### config.mk
export PLATFORM = sky130hd
export DESIGN_NAME = d_mem_ctrl_flat
export DESIGN_NICKNAME = d
export VERILOG_FILES = /design/src/rtl/d_mem_if.sv /design/src/rtl/d_mem_ctrl.sv /design/src/flat_wrapper.sv
export SDC_FILE = /design/constraint.sdc
export NUM_CORES = 1
export LEC_CHECK = 0
export BUFFER_PORTS_ARGS = -buffer_cell sky130_fd_sc_hd__clkbuf_2
export CELL_PAD_IN_SITES_DETAIL_PLACEMENT = 1
export CELL_PAD_IN_SITES_GLOBAL_PLACEMENT = 1
export CORE_MARGIN = 2
export CORE_UTILIZATION = 45
export CTS_BUF_LIST = sky130_fd_sc_hd__clkbuf_8
export DETAILED_ROUTE_END_ITERATION = 10
export PLACE_DENSITY = 0.78
export SETUP_SLACK_MARGIN = 0.3
export SLEW_MARGIN = 20
export SYNTH_ARGS = -nofsm -noshare
export SYNTH_HDL_FRONTEND = slang
export SYNTH_SLANG_ARGS = --single-unit
### constraint.sdc
create_clock -name clk -period 4.95 [get_ports clk]
set_input_delay 0.2475 -clock clk [delete_from_list [all_inputs] [get_ports clk]]
set_output_delay 0.2475 -clock clk [all_outputs]
set_load 0.02 [all_outputs]
### src/rtl/d_mem_if.sv
// Request/acknowledge bundle between the bfcpu data port and the tape memory.
interface d_mem_if #(
  parameter int unsigned addr_width = 8,
  parameter int unsigned data_width = 8
);
  logic                  d_req;
  logic                  d_dir;
  logic [addr_width-1:0] d_addr;
  logic [data_width-1:0] d_wdata;
  logic                  d_clear;
  logic                  d_ack;
  logic [data_width-1:0] d_rdata;
  logic                  d_busy;

  modport master (
    output d_req, d_dir, d_addr, d_wdata, d_clear,
    input  d_ack, d_rdata, d_busy
  );

  modport slave (
    input  d_req, d_dir, d_addr, d_wdata, d_clear,
    output d_ack, d_rdata, d_busy
  );
endinterface

### src/rtl/d_mem_ctrl.sv
// Data-tape memory for the bfcpu core: handshaked single-port RAM with
// configurable wait states and a zero-fill sweep after reset or on command.
module d_mem_ctrl #(
  parameter int unsigned d_addr_width   = 8,
  parameter int unsigned d_data_width   = 8,
  parameter int unsigned d_mem_length   = 64,
  parameter logic [3:0]  wait_states    = 4'd0,
  parameter bit          clear_on_reset = 1'b1
) (
  input  logic   clk,
  input  logic   rst_n,
  d_mem_if.slave bus
);
  localparam int unsigned    PTR_W     = (d_mem_length > 1) ? $clog2(d_mem_length) : 1;
  localparam logic [PTR_W-1:0] PTR_LAST = PTR_W'(d_mem_length - 1);
  localparam logic           DIR_WRITE = 1'b1;

  typedef enum logic [1:0] {S_CLEAR, S_IDLE, S_ACCESS, S_ACK} state_t;

  state_t                  r_state;
  logic [3:0]              r_cnt;
  logic [PTR_W-1:0]        r_ptr;
  logic [d_addr_width-1:0] r_addr;
  logic                    r_dir;
  logic [d_data_width-1:0] r_wdata;
  logic [d_data_width-1:0] r_rdata;
  logic                    r_ack;
  logic                    r_busy;
  logic [d_data_width-1:0] r_mem [d_mem_length];

  logic                    w_in_range;
  logic [PTR_W-1:0]        w_idx;
  logic                    w_op;
  logic                    w_mem_we;
  logic [PTR_W-1:0]        w_mem_idx;
  logic [d_data_width-1:0] w_mem_wdata;

  assign w_in_range  = (32'(r_addr) < d_mem_length);
  assign w_idx       = r_addr[PTR_W-1:0];
  assign w_op        = (r_state == S_ACCESS) && (r_cnt == 4'd0);
  // The sweep and the access path share the single RAM write port.
  assign w_mem_we    = (r_state == S_CLEAR) || (w_op && (r_dir == DIR_WRITE) && w_in_range);
  assign w_mem_idx   = (r_state == S_CLEAR) ? r_ptr : w_idx;
  assign w_mem_wdata = (r_state == S_CLEAR) ? '0 : r_wdata;

  // RAM array: deliberately outside the reset domain.
  always_ff @(posedge clk) begin
    if (w_mem_we) r_mem[w_mem_idx] <= w_mem_wdata;
  end

  always_ff @(posedge clk or negedge rst_n) begin
    if (!rst_n) begin
      r_state <= clear_on_reset ? S_CLEAR : S_IDLE;
      r_busy  <= clear_on_reset;
      r_cnt   <= '0;
      r_ptr   <= '0;
      r_addr  <= '0;
      r_dir   <= 1'b0;
      r_wdata <= '0;
      r_rdata <= '0;
      r_ack   <= 1'b0;
    end else begin
      r_ack <= 1'b0;
      case (r_state)
        S_CLEAR: begin
          if (r_ptr == PTR_LAST) begin
            r_ptr   <= '0;
            r_busy  <= 1'b0;
            r_state <= S_IDLE;
          end else begin
            r_ptr <= r_ptr + PTR_W'(1);
          end
        end
        S_IDLE: begin
          if (bus.d_clear) begin
            r_busy  <= 1'b1;
            r_state <= S_CLEAR;
          end else if (bus.d_req) begin
            r_addr  <= bus.d_addr;
            r_dir   <= bus.d_dir;
            r_wdata <= bus.d_wdata;
            r_cnt   <= wait_states;
            r_state <= S_ACCESS;
          end
        end
        S_ACCESS: begin
          if (r_cnt != 4'd0) begin
            r_cnt <= r_cnt - 4'd1;
          end else begin
            if (r_dir != DIR_WRITE) r_rdata <= w_in_range ? r_mem[w_idx] : '0;
            r_ack   <= 1'b1;
            r_state <= S_ACK;
          end
        end
        S_ACK:   r_state <= S_IDLE;
        default: r_state <= S_IDLE;
      endcase
    end
  end

  assign bus.d_ack   = r_ack;
  assign bus.d_rdata = r_rdata;
  assign bus.d_busy  = r_busy;
endmodule

### src/flat_wrapper.sv
// flat-port wrapper written by rule: the top's interface ports become plain ports
module d_mem_ctrl_flat 
#(
  parameter int unsigned d_addr_width   = 8,
  parameter int unsigned d_data_width   = 8,
  parameter int unsigned d_mem_length   = 64,
  parameter logic [3:0]  wait_states    = 4'd0,
  parameter bit          clear_on_reset = 1'b1
)
  (clk, rst_n, bus_d_req, bus_d_dir, bus_d_addr, bus_d_wdata, bus_d_clear, bus_d_ack, bus_d_rdata, bus_d_busy);
  d_mem_if #(.addr_width(8), .data_width(8)) bus_i ();
  input  logic clk;
  input  logic rst_n;
  input wire logic [$bits(bus_i.d_req)-1:0] bus_d_req;
  input wire logic [$bits(bus_i.d_dir)-1:0] bus_d_dir;
  input wire logic [$bits(bus_i.d_addr)-1:0] bus_d_addr;
  input wire logic [$bits(bus_i.d_wdata)-1:0] bus_d_wdata;
  input wire logic [$bits(bus_i.d_clear)-1:0] bus_d_clear;
  output wire logic [$bits(bus_i.d_ack)-1:0] bus_d_ack;
  output wire logic [$bits(bus_i.d_rdata)-1:0] bus_d_rdata;
  output wire logic [$bits(bus_i.d_busy)-1:0] bus_d_busy;
  assign bus_i.d_req = bus_d_req;
  assign bus_i.d_dir = bus_d_dir;
  assign bus_i.d_addr = bus_d_addr;
  assign bus_i.d_wdata = bus_d_wdata;
  assign bus_i.d_clear = bus_d_clear;
  assign bus_d_ack = bus_i.d_ack;
  assign bus_d_rdata = bus_i.d_rdata;
  assign bus_d_busy = bus_i.d_busy;
  d_mem_ctrl #(.d_addr_width(d_addr_width), .d_data_width(d_data_width), .d_mem_length(d_mem_length), .wait_states(wait_states), .clear_on_reset(clear_on_reset)) u_core (.clk(clk), .rst_n(rst_n), .bus(bus_i));
endmodule
## After elaboration in Yosys (flattened, before gate mapping)

Memories as Yosys holds them, arrays and structs flattened.
Cells that the tools add are included.
W data, S select, Z words.

| storage, ports and cells | value |
|---|---|
| register bits after elaboration | 39 |
| bits in latches | 0 |
| RAM bits | 512 |
| ROM bits | 0 |
| bits of input ports | 21 |
| output and inout bits | 10 |
| word-level logic and storage cells | 61 |
| memories | 1 |

| cells by class | value |
|---|---|
| add/subtract/negate cells | 2 |
| $mul | 0 |
| divide/modulo/power cells | 0 |
| magnitude comparators | 1 |
| equality and inequality tests | 11 |
| shift-type cells | 0 |
| muxes and demuxes | 20 |
| bitwise operators | 3 |
| reductions and logical operators | 14 |

Memories:

| memory | words | width | rd ports | clocked after memory_dff | wr ports | RTL line | RTL |
|---|---|---|---|---|---|---|---|
| u_core.r_mem | 64 | 8 | 1 | 0 | 1 | d_mem_ctrl.sv:29 | `logic [d_data_width-1:0] r_mem [d_mem_length];` |

Operators by type and width:

| kind | count |
|---|---|
| $mux W8 | 2 |
| $mux W4 | 3 |
| $mux W6 | 2 |
| $ne A2 B2 Y1 const B | 6 |
| $reduce_and A3 Y1 | 4 |
| $lt A8 B7 Y1 const B | 1 |
| $mux W2 | 4 |
| $pmux W2 S4 | 1 |
| $pmux W4 S2 | 1 |
| $add A6 B1 Y6 const B | 1 |
| $eq A6 B6 Y1 const B | 1 |
| $mux W1 | 6 |
| $eq A2 B2 Y1 const B | 2 |
| $logic_not A4 Y1 | 1 |
| $reduce_and A4 Y1 | 1 |
| $reduce_bool A2 Y1 | 2 |
| $reduce_bool A4 Y1 | 1 |
| $sub A4 B1 Y4 const B | 1 |
| $logic_and A1 B1 Y1 | 3 |
| $ne A3 B3 Y1 const B | 1 |
| $not A1 Y1 | 3 |
| $eq A2 B1 Y1 const B | 1 |
| $logic_not A2 Y1 | 1 |
| $pmux W1 S2 | 1 |
| $logic_or A1 B1 Y1 | 1 |

## Longest topological paths before layout

Gate-level depths: netlist (run 1).

| depth | value |
|---|---|
| depth after elaboration | 7 |
| gate-level depth with buffers | 10 |
| depth with buffers taken out | 8 |

## Worst setup path before layout (run 1)

No wires, ideal clock.

| timing | value |
|---|---|
| path kind | flip-flop to flip-flop |
| from | register u_core.r_state[0] |
| to | memory u_core.r_mem[0][0] (data pin) |
| data arrival time | 2.933 ns |
| data required time | 4.433 ns |
| path slack | 1.500 ns |
| cell stages (with the launch flop) | 7 |
| path through | dfrtp_1 -> inv_1 -> ha_1 -> clkbuf_1 -> buf_1 -> clkbuf_1 -> nor2b_1 |

| on the way | value |
|---|---|
| longest elaborated chain between the ends | 2 |

RTL lines:

| item | RTL line | RTL |
|---|---|---|
| start, declared | d_mem_ctrl.sv:20 | `state_t r_state;` |
| start signal, assigned | d_mem_ctrl.sv:53 | `r_state <= clear_on_reset ? S_CLEAR : S_IDLE;` |
| $logic_not A2 Y1 | d_mem_ctrl.sv:44 | `assign w_mem_wdata = (r_state == S_CLEAR) ? '0 : r_wdata;` |
| $mux W8 | d_mem_ctrl.sv:44 |  |
| named net u_core.w_mem_wdata[0] | d_mem_ctrl.sv:36 | `logic [d_data_width-1:0] w_mem_wdata;` |
| end, declared | d_mem_ctrl.sv:29 |  |

The timed path passes the listed nets, and every way through them passes these cells.

## Final worst setup path (run 1)

| timing | value |
|---|---|
| from | register u_core.r_cnt[0] |
| to | memory u_core.r_mem[8][3], enable pin |

| on the way | value |
|---|---|
| longest elaborated chain between the ends | 7 |

RTL lines:

| item | RTL line | RTL |
|---|---|---|
| start, declared | d_mem_ctrl.sv:21 | `logic [3:0] r_cnt;` |
| start signal, assigned | d_mem_ctrl.sv:82 | `r_cnt <= wait_states;` |
| start signal, assigned | d_mem_ctrl.sv:88 | `r_cnt <= r_cnt - 4'd1;` |
| $logic_not A4 Y1 | d_mem_ctrl.sv:40 | `assign w_op = (r_state == S_ACCESS) && (r_cnt == 4'd0);` |
| $logic_and A1 B1 Y1 | d_mem_ctrl.sv:40 |  |
| named net u_core.w_op | d_mem_ctrl.sv:33 | `logic w_op;` |
| $logic_and A1 B1 Y1 (2 in series) | d_mem_ctrl.sv:42 | `assign w_mem_we = (r_state == S_CLEAR) \|\| (w_op && (r_dir == DIR_WRITE) && w_in_range);` |
| $logic_or A1 B1 Y1 | d_mem_ctrl.sv:42 |  |
| $mux W1 | d_mem_ctrl.sv:48 | `if (w_mem_we) r_mem[w_mem_idx] <= w_mem_wdata;` |
| $mux W1 (not written as such) | d_mem_ctrl.sv:48 |  |

The timed path passes the listed nets, and every way through them passes these cells.

==> results of run 1 <==
[worst min-delay path, delay by kind of cell]
kind | cells | cell delay [ns]
buf+inv | 1 | 0.09
compound gates | 2 | 0.28
simple gates | 1 | 0.12
[cell families (layout without fill, tap and decap cells)]
family	after synthesis	in the layout	share of synthesized area (%)
xor+xnor	2	2	0.0797
buf+inv	75	236	1.91
simple gates	161	161	3.80
flops	551	551	74.4
mux	244	244	13.4
compound gates	177	177	6.00
fa+ha+maj	7	7	0.399
[Yosys cell counts, types with 2 or more instances]
library cell  number
nor3_1             2
a211oi_1          15
o2bb2ai_1          2
mux2_2            23
o31ai_1            3
nor4_1             7
inv_1              9
a22o_1            31
o21ai_0            9
buf_1              4
a211o_1            8
xnor2_1            2
nand4_1            2
mux2i_1          183
mux4_2            38
nand3_1            3
ha_1               7
edfxtp_1         512
buf_2             14
a22oi_1           30
buf_6              9
a221oi_1          30
nor2_1            68
buf_4             14
o22ai_1           22
o32ai_1            2
nor2b_1           28
dfrtp_1           38
nor4_2             8
a21oi_1           21
clkbuf_1          25
nand2_1           28
nand2b_1           6
[where the power goes]
part | internal [mW] | switching, mW
Combinational | 1.62 | 3.31
Sequential | 6.14 | 0.346
Clock | 1.88 | 1.77
[final cells by class]
class	count	area, sq um
repair buffers	72	538
inverters	9	33.8
clock inverters	59	298
clock buffers	96	1320
well taps	615	769
flip-flops and latches	551	16400
fillers	4390	23300
multi-input cells	591	5290
[state kept, by name, summed over array words and instances (netlist names)]
register and cells:
u_core.r_cnt 4, u_core.r_addr 8, u_core.r_mem 512, u_core.r_ptr 6
u_core.r_wdata 8, u_core.bus.d_busy 1, u_core.bus.d_ack 1, u_core.r_dir 1
u_core.r_state 2, u_core.bus.d_rdata 8
[path summary, 6_finish.rpt]
kind | start | endpoint | slack (ns)
max in group asynchronous | rst_n | u_core.r_addr[0] | 4.23
min in group asynchronous | rst_n | u_core.r_wdata[0] | 0.28
min | bus_d_req | u_core.r_state[0] | 0.16
max reg2reg | u_core.r_cnt[0] | u_core.r_mem[8][3] | 1.50
max | u_core.r_cnt[0] | u_core.r_mem[8][3] | 1.50
min reg2reg | u_core.r_wdata[5] | u_core.r_wdata[5] | 0.51
[metrics by stage]
stage | std cells | area, sq um | power, mW | utilization (%)
after floorplan | 1217 | 22000 | 9.60 | -
after global placement | 1819 | 22800 | 11.2 | 47.5
after detailed placement | 1819 | 22800 | 11.5 | 47.5
after CTS | 1993 | 24600 | 15.1 | 51.3
after global routing | 1993 | 24600 | 15.6 | 51.3
final | 1993 | 24600 | 15.1 | 51.3
[per-layer routing]
layer / share of wire (%) / track usage, %
met1: 41 / 30.1
met2: 49 / 37.7
met3: 6.4 / 4.99
met4: 3.3 / 8.65
met5: 0 / 0
==> results.txt, run 1 <==
- Routed Antenna Nets: 0
* Die Span Y: 225 microns
- In this run the cell area of the synthesized design comes to 22000 sq um.
* TritonCTS clock tree: yes
- The total area inside the core boundary comes to 47900 sq um.
- The via count of the first global-routing pass is 12749.
- Number of hold violations in the final report: 0
- Required time of the worst setup path: between 5 and 6 ns
- Cell type contributing the most total cell area after synthesis: edfxtp_1
- For this design the ratio of total power to cell area is about 600 nW/um^2.
* Count of input and output buffers: 30
- Clock latency on the worst-skew pair, taken at its later pin, is between 0.6 and 0.7 ns.
* Largest net degree at the start of global routing: about 90
- Gpl congestion: 0.844
- Final critical-path share of the clock period: 69.8%
* I/O pin count: 31
- Clk Tree Root Cell: clkbuf_8
* Tightest slew margin relative to the limit: 35.7%
- At the end of the flow, the number of nets in the layout was between 1000 and 1500.
* Share of layout cells above drive strength 1: 18.2%
- EDFF count, synth: 512
* Static power due to leakage: 8.53 nW
- The share of the Yosys chip area taken by registers is 74.4%.
- Across the VDD grid, the largest voltage drop is 0.321 mV.
- Min cycle time layout: 3.45 ns
* Number of resized instances in the post-cts repair step: 0
* CP Depth: 8
- GRT Residual Overflow: 0
- Mean instance size in the synthesized netlist: 18.1 sq um
- Area share of the leading cell type in the synthesized netlist: 70.0%
* Critical Path Slowest Stage Cell: nor2_1
* Drt pass-1 iters: 7
- The worst hold path was traced through 4 stages.
- The floorplan step set the die width to roughly 220 microns.
- In this run the post-CTS setup repair buffer count came out at 0.
- Net count of the mapped netlist: 1245
- In the final routed layout, each cell accounts on average for 28.6 microns.
* CP max FO: 8
* Number of pins exceeding their max-slew limit in the final report: 0
* Hold buffers post-CTS: 19
- In the global route stage, overall resource usage came out at 23.0%.
* Status: finished clean
- Maximum count of clock buffers along a single path: 3
- Num CTS Buffers: 88
- For the pin with the worst max-slew slack, the measured transition is 0.961 ns.
* Critical path endpoint category: flop
- Top cell family by delay on the critical path: simple AND/OR/NAND/NOR gates
- Gate count of the mapped netlist: 1217
- Main area contributors after synthesis: edfxtp_1 70%, mux2i_1 8.3%, dfrtp_1 4.3%
- Timing would allow up to slightly below 300 MHz.
* Synth warn: 0
* Worst path cell trace: inv_1 > ha_1 > nor3b_2 > and2_4 > nand3_1 > o31ai_1 > nand2_1 > nor2_1
- The worst setup path is of the flop to flop kind.
- In the synthesized netlist the async set-or-reset flop fraction comes to between 7 and 8%.
- Clock transition at path regs: roughly 0.06 ns
* Clock net sink count: 551
* Clock Skew: roughly 0.026 ns
* Fin Setup TNS: 0 ns
- In the routed design, unresolved DRC markers number 0.
* Area Growth Syn to Fin: 12.0%
* Crit path arrival time: 3.71 ns
- Largest stage delay, worst path: roughly 0.85 ns
* DR vias: 11970
* Setup repair after global routing missed its margin: false
- Setup violations remaining at the end of the flow were counted as 0.
- Counting cells, the worst reg-to-reg path comes to 8.
* Full die area: ~51000 sq um
- Most common library cell in the layout ignoring fill and taps: edfxtp_1
* Class of the tightest hold or removal check: input pin to flop
* Sum of routed wire length over all layers: 57000 microns
- Hold Slack: 0.159 ns
* Commonest non-fill, non-tap cells in the layout: 512 x edfxtp_1, 183 x mux2i_1, 96 x clkbuf_8, 67 x nor2_1, 38 x mux4_2
* Buffers and inverters on the worst path: 1
- After floorplanning, the core was divided into 80 placement rows.
* Setup slack after placement: about 1.6 ns
- Number of distinct library cells after synthesis: 47
- MaxCap Viol Count: 0
- Startpoint Class: flop
- Number of levels the H-tree was split into: 3
- The first global-routing pass estimated 84300 microns of wire.
* Initial antenna violation count: 0
- First-iteration detailed-routing DRC count: between 1000 and 1500
* Post-route setup slack: 1.50 ns
* Synth Flop Type: edfxtp_1
- Antenna Cells: 0
- After synthesis the netlist holds a flip-flop and latch count of 551.
- Via density: 6.01
- Once the floorplan was initialized, standard cells occupied between 40% and 50% of the core.
- Post-DP HPWL: 34600 microns
(Power assumes the default switching activity.)
==> run 2: changes to the inputs <==
--- a/config.mk
+++ b/config.mk
@@ -12,7 +12,7 @@
 export CORE_UTILIZATION = 45
 export CTS_BUF_LIST = sky130_fd_sc_hd__clkbuf_8
 export DETAILED_ROUTE_END_ITERATION = 10
-export PLACE_DENSITY = 0.78
+export PLACE_DENSITY = 0.81
 export SETUP_SLACK_MARGIN = 0.3
 export SLEW_MARGIN = 20
 export SYNTH_ARGS = -nofsm -noshare
==> constraint.sdc (replaced) <==
create_clock -name clk -period 3.1 [get_ports clk]
set_input_delay 0.155 -clock clk [delete_from_list [all_inputs] [get_ports clk]]
set_output_delay 0.155 -clock clk [all_outputs]
set_load 0.02 [all_outputs]
==> results.txt, run 2 (synthesized netlist as in run 1, its figures left out) <==
- Clock tree synthesis inserted a total of 86 buffers.
- The first global-routing pass estimated roughly 87000 microns of wire.
- In this run, the number of DRC markers left after iteration 0 of detailed routing was 1277.
* Final-stage net count: 1442
- Die Span Y: 225 microns
- In this design, the stage delay of the slowest critical-path cell is 0.69 ns.
- Required time of the worst setup path: 3.62 ns
- The floorplan step defined a core boundary enclosing 47900 sq um.
* Final core occ: 53.2%
* Clk network pwr share: 22.7%
- The via count of the first global-routing pass came to 13316.
* Share of power burned in combinational logic: 35.5%
* Final number of setup-violating endpoints: 0
* Share of layout cells above drive strength 1: between 20% and 30%
* Initial Util: 45.8%
* CP max FO: 8
* Min cycle time layout: ~2.7 ns
- Leaving out filler cells and counting taps, the final layout contains 2093.
- Post-DP HPWL: 35600 microns
- The count of nets left with antenna violations once routing finished came out at 0.
* Maximum achievable frequency: 366 MHz
* Total power per unit cell area: 959 nW/um^2
* Drt pass-1 iters: 7
* Setup slack after placement: 0.274 ns
* DR vias: ~12000
- Sum of routed wire length over all layers: 57600 microns
- The number of antenna diodes in the final layout is 0.
- Net switching is between 30% and 40% of the power.
* Full die area: 50600 sq um
- The internal power of the cells totals ~16 mW.
- The final count of pins violating max slew was 0.
- 31 I/O pins were placed.
- Static power due to leakage: between 9 and 10 nW
- Relative to the synthesized area, the layout overhead comes to 16.0%.
* Clock transition at path regs: 0.06 ns
* Residual DRC count: 0
- Worst path cell trace: buf_4 > mux4_2 > nor2b_1 > a211oi_1 > nor4_2 > a211o_1
* Largest net degree at the start of global routing: 65
* Clk Tree Root Cell: clkbuf_8
- Class of the tightest hold or removal check: input pin to flop
- Setup repair after global routing missed its margin: true
- Number of hold violations in the final report: 0
* TritonCTS clock tree: yes
- Sequential cells burn 41.7% of the power.
- u_core.r_mem holds more flip-flops than any other register.
- GRT Residual Overflow: 0
* Crit path arrival time: 3.25 ns
- The worst setup path is captured at a flop.
- Number of flip-flops in the largest register: between 500 and 600
- MaxCap Viol Count: 0
- Startpoint Class: flop
- Clock Skew: 0.0356 ns
- The library cell used most frequently in the layout, excluding fill and tap cells, is edfxtp_1.
- The die is approximately 220 microns wide.
* Worst-Margin Slew: 0.899 ns
- Number of cell rows: 80
* Gpl congestion: 0.828
* Tightest slew margin relative to the limit: around 40%
- Commonest non-fill, non-tap cells in the layout: 512 x edfxtp_1, 182 x mux2i_1, 111 x buf_4, 95 x clkbuf_8, 64 x nor2_1
- The critical path is of the flop to flop type.
- In this run the number of H-tree levels came out at 3.
- Fin Setup TNS: 0 ns
* Final critical-path share of the clock period: 88.2%
- The longest clock path from root to sink contains 3 buffers.
- Counting every sink on the clock net gives 551.
- Summed over all nets, the switching power comes to 8.73 mW.
* Count of input and output buffers: 30
- Routed length per placed instance: 27.5 microns
* Number of cells after detailed placement: 1919
* VDD IR max: between 0.6 and 0.7 mV
- Post-route setup slack: 0.365 ns
- Global routing used 23.4% of the available tracks.
* Initial antenna violation count: 0
* Status: finished clean
- Via density: 5.92
- The largest individual stage delay along the critical path comes from the cell a211oi_1.
- Worst skew pair latency: between 0.6 and 0.7 ns
run 2: cell count changes in the layout (fill, tap and decap cells not counted), moves of 2 or more:
| cell | delta |
|---|---|
| buf_4 | +90 |
| inv_1 | +9 |
| bufinv_16 | -2 |
| nor2_2 | +3 |
| nand2_1 | -5 |
| nand2_2 | +5 |
| clkinv_1 | -6 |
| clkinv_2 | -2 |
| buf_12 | +12 |
| nor2_1 | -3 |
run 2: per-stage QoR:
| step | instance area, sq um | hold slack, ns | power (mW) |
|---|---|---|---|
| after floorplan | 22000 | -0.141 | 15.3 |
| after global placement | 23700 | 0.218 | 18.4 |
| after detailed placement | 23700 | 0.232 | 18.8 |
| after CTS | 25400 | 0.0279 | 24.4 |
| after global routing | 25500 | 0.118 | 25.4 |
| final | 25500 | 0.0793 | 24.5 |
run 2: worst max-delay path, delay by kind of cell (launching register included):
| family | cells | cell delay (ns) |
|---|---|---|
| DFF | 1 | 0.58 |
| AOI/OAI and AO/OA | 2 | 0.99 |
| and+or+nand+nor | 2 | 0.25 |
| buffers and inverters | 1 | 0.26 |
| muxes | 1 | 0.53 |
run 2: worst paths after layout:
path | startpoint | cells past startpoint | endpoint | slack, ns
max reg2reg | u_core.r_addr[0] | 6 | u_core.bus.d_rdata[7] | 0.36
min in group asynchronous | rst_n | 2 | u_core.r_addr[4] | 0.11
min reg2reg | u_core.r_wdata[1] | 1 | u_core.r_wdata[1] | 0.51
max in group asynchronous | rst_n | 3 | u_core.r_addr[1] | 2.18
min | bus_d_req | 4 | u_core.r_state[0] | 0.08
max | u_core.r_addr[0] | 6 | u_core.bus.d_rdata[7] | 0.36
run 2: area by class of cell:
cell class	instances	area (sq um)
fillers	4402	22400
flip-flops and latches	551	16400
multi-input cells	591	5330
repair buffers	175	1470
clock buffers	95	1310
well taps	615	769
clock inverters	57	231
inverters	9	33.8
run 2: per-layer routing:
| metal | global-route usage [%] | up-vias | share of wire (%) |
|---|---|---|---|
| met2 | 38.1 | 519 | 49 |
| met1 | 31.1 | 6430 | 41 |
| li1 | - | 5314 | - |
| met3 | 4.62 | 122 | 6.8 |
| met5 | 0 | - | 0 |
| met4 | 9.38 | 0 | 2.9 |
run 2: power by group through the flow:
stage	logic (mW)	clock network, mW	registers [mW]
floorplan	5.11	0	10.2
global placement	8.06	0	10.3
detailed placement	8.44	0	10.4
CTS	8.56	5.66	10.2
global route	9.20	5.97	10.2
finish	8.69	5.56	10.2
run 2: what timing repair did:
item,4_1_cts,5_1_grt
resized for setup,0,14
hold endpoints to repair,43,0
buffers inserted,1,2
hold buffers,19,0
endpoints found under the setup margin,21,349
==> run 3: changes to the inputs <==
--- a/config.mk
+++ b/config.mk
@@ -7,12 +7,12 @@
 export LEC_CHECK = 0
 export BUFFER_PORTS_ARGS = -buffer_cell sky130_fd_sc_hd__clkbuf_2
 export CELL_PAD_IN_SITES_DETAIL_PLACEMENT = 1
-export CELL_PAD_IN_SITES_GLOBAL_PLACEMENT = 1
+export CELL_PAD_IN_SITES_GLOBAL_PLACEMENT = 2
 export CORE_MARGIN = 2
 export CORE_UTILIZATION = 45
 export CTS_BUF_LIST = sky130_fd_sc_hd__clkbuf_8
 export DETAILED_ROUTE_END_ITERATION = 10
-export PLACE_DENSITY = 0.81
+export PLACE_DENSITY = 0.88
 export SETUP_SLACK_MARGIN = 0.3
 export SLEW_MARGIN = 20
 export SYNTH_ARGS = -nofsm -noshare
==> results.txt, run 3 (synthesized netlist as in run 1, its figures left out) <==
- Final number of setup-violating endpoints: 0
* Maximum achievable frequency: ~370 MHz
- In this run the tightest slew margin relative to its limit is 40.4%.
* Worst-Margin Slew: 0.893 ns
- Worst skew pair latency: roughly 0.66 ns
- Critical path endpoint category: flop
* Worst Setup Path Type: flop to flop
- Number of pins exceeding their max-slew limit in the final report: 0
- Routed length per placed instance: between 20 and 30 microns
* Initial Util: 45.8%
- Most common library cell in the layout ignoring fill and taps: edfxtp_1
- The top cell types in the final layout, fill and taps aside, are 512 x edfxtp_1, 183 x mux2i_1, 114 x buf_4, 92 x clkbuf_8, 67 x nor2_1.
- Between clock sinks in the finished design, the worst skew comes to 0.0316 ns.
- The first global-routing pass estimated between 80000 and 90000 microns of wire.
- From synthesis to final layout, the design area changed by 16.7%.
- TritonCTS built the clock tree.
* Final-stage net count: ~1400
- The final number of hold-violating endpoints came to 0.
- The total overflow left after global routing is 0.
- Post-route setup slack: 0.405 ns
- Of the available clock period, the critical path in the final layout requires 86.9%.
* Class of the tightest hold or removal check: input pin to asynchronous set/reset pin
* Full die area: 50600 sq um
- The slowest stage of the critical path belongs to the cell dfrtp_4.
- Top cell family by delay on the critical path: compound AO/OA/AOI/OAI gates
- Total global routing track utilization: 23.2%
* Static power due to leakage: between 9 and 10 nW
* Clock transition at path regs: roughly 0.070 ns
- Final core occ: 53.5%
- The run finished with clean final reports.
- Number of cell rows: 80
- Drt pass-1 iters: 5
- Routed Antenna Nets: 0
* MaxCap Viol Count: 0
- VDD IR max: approximately 0.48 mV
- Total power draw: 24.7 mW
- The tightest hold path in the finished design has a slack of 0.181 ns.
* Number of flip-flops in the largest register: around 510
* Clock net sink count: 551
- CP max FO: 23
- Routability-driven placement finished with a final weighted congestion of 0.829.
- Post-DP HPWL: 36100 microns
* Number of global-route vias before repair: 13475
- Grt met2 use: 38.9%
* Count of input and output buffers: 30
- Counting along the longest clock path gives a buffer depth of 3.
- Largest register by flop count: u_core.r_mem
- In this run the count of I/O pins placed on the die edge is 31.
- Setup slack after placement: approximately 0.23 ns
- Largest stage delay, worst path: 0.57 ns
- Total power per unit cell area: 965 nW/um^2
- The global routing stage identified its most utilized layer as met2.
- Walking the worst path, the cells encountered are buf_4 > buf_12 > mux2i_1 > a22o_1 > a221oi_1 > o22ai_1 > nor4_1 > a211o_1.
- Counting I/O delays and the setup requirement, the final critical path takes 2.69 ns.
- Number of levels the H-tree was split into: 3
- For met3 alone, demand over resource in global routing was 5.59%.
* Setup repair after global routing missed its margin: true
- Sum of routed wire length over all layers: ~57000 microns
- Antenna Cells: 0
- In this run the horizontal extent of the chip is between 200 and 250 microns.
* Required time of the worst setup path: 3.68 ns
- STA puts the critical path data arrival time at roughly 3.3 ns.
* Initial antenna violation count: 0
- Core Area: 47900 sq um
- Buffers inserted during clock tree synthesis total 88.
- Share of layout cells above drive strength 1: approximately 25%
- Via density: 5.91
- The worst setup path is launched from a flop.
* Buffers and inverters on the worst path: 2
- Residual DRC count: 0
- Met1 track demand over resource in global routing: approximately 29%
* Largest net degree at the start of global routing: 65
- First-iteration detailed-routing DRC count: 1074
- The die is 225 microns tall.
- DR vias: 12460
- Clk Tree Root Cell: clkbuf_8
## run 3: changes by cell type in the layout (fill, tap and decap cells not counted), sizes merged
cell,previous run,this run
clkinvlp,2,3
bufinv,0,2
clkbuf,125,122
clkinv,19,37
inv,45,36
buf,126,130
dlygate4sd3,19,20
## run 3: final cells by class
type / count / area [sq um]
clock buffer: 92 / 1270
clock inverter: 69 / 337
fill: 4414 / 22300
inverter: 9 / 33.8
multi-input combinational: 591 / 5350
sequential: 551 / 16400
tap: 615 / 769
timing repair buffer: 180 / 1530
## run 3: repair_timing
action,CTS,global route
setup endpoints to repair,10,337
pin swaps,0,2
buffers inserted,3,0
hold buffers,20,0
hold endpoints to repair,49,0
resized for setup,2,10
## run 3: where the power goes
group / switching (mW) / leakage [nW] / total, mW / internal (mW)
clock: 2.80 / 0.918 / 5.71 / 2.91
combinational: 5.60 / 3.08 / 8.81 / 3.20
sequential: 0.428 / 5.17 / 10.2 / 9.78
total: 8.84 / 9.16 / 24.7 / 15.9
## run 3: path summary, 6_finish.rpt
path	from	endpoint	slack (ns)	cells past startpoint
setup / recovery	u_core.r_addr[0]	u_core.bus.d_rdata[6]	0.41	8
hold / removal	rst_n	u_core.r_ptr[4]	0.18	2
setup reg to reg	u_core.r_addr[0]	u_core.bus.d_rdata[6]	0.41	8
hold reg to reg	u_core.r_wdata[5]	u_core.r_wdata[5]	0.51	1
max in group asynchronous	rst_n	u_core.bus.d_rdata[7]	2.24	3
min in group clk	bus_d_addr[5]	u_core.r_addr[5]	0.28	3
## run 3: metrics by stage
stage	cell area, sq um	instances	TNS [ns]
3_3_place_gp	23800	1923	0
6_report	25600	2107	0
3_5_place_dp	23800	1923	0
2_1_floorplan	22000	1217	-166.03
4_1_cts	25600	2107	0
5_1_grt	25600	2107	0
## run 3: layer usage
metal  vias up  wire [microns]
met5         -               0
met1      6482           22400
met2       524           28700
met3       130            4310
met4         0            2030
li1       5324               -
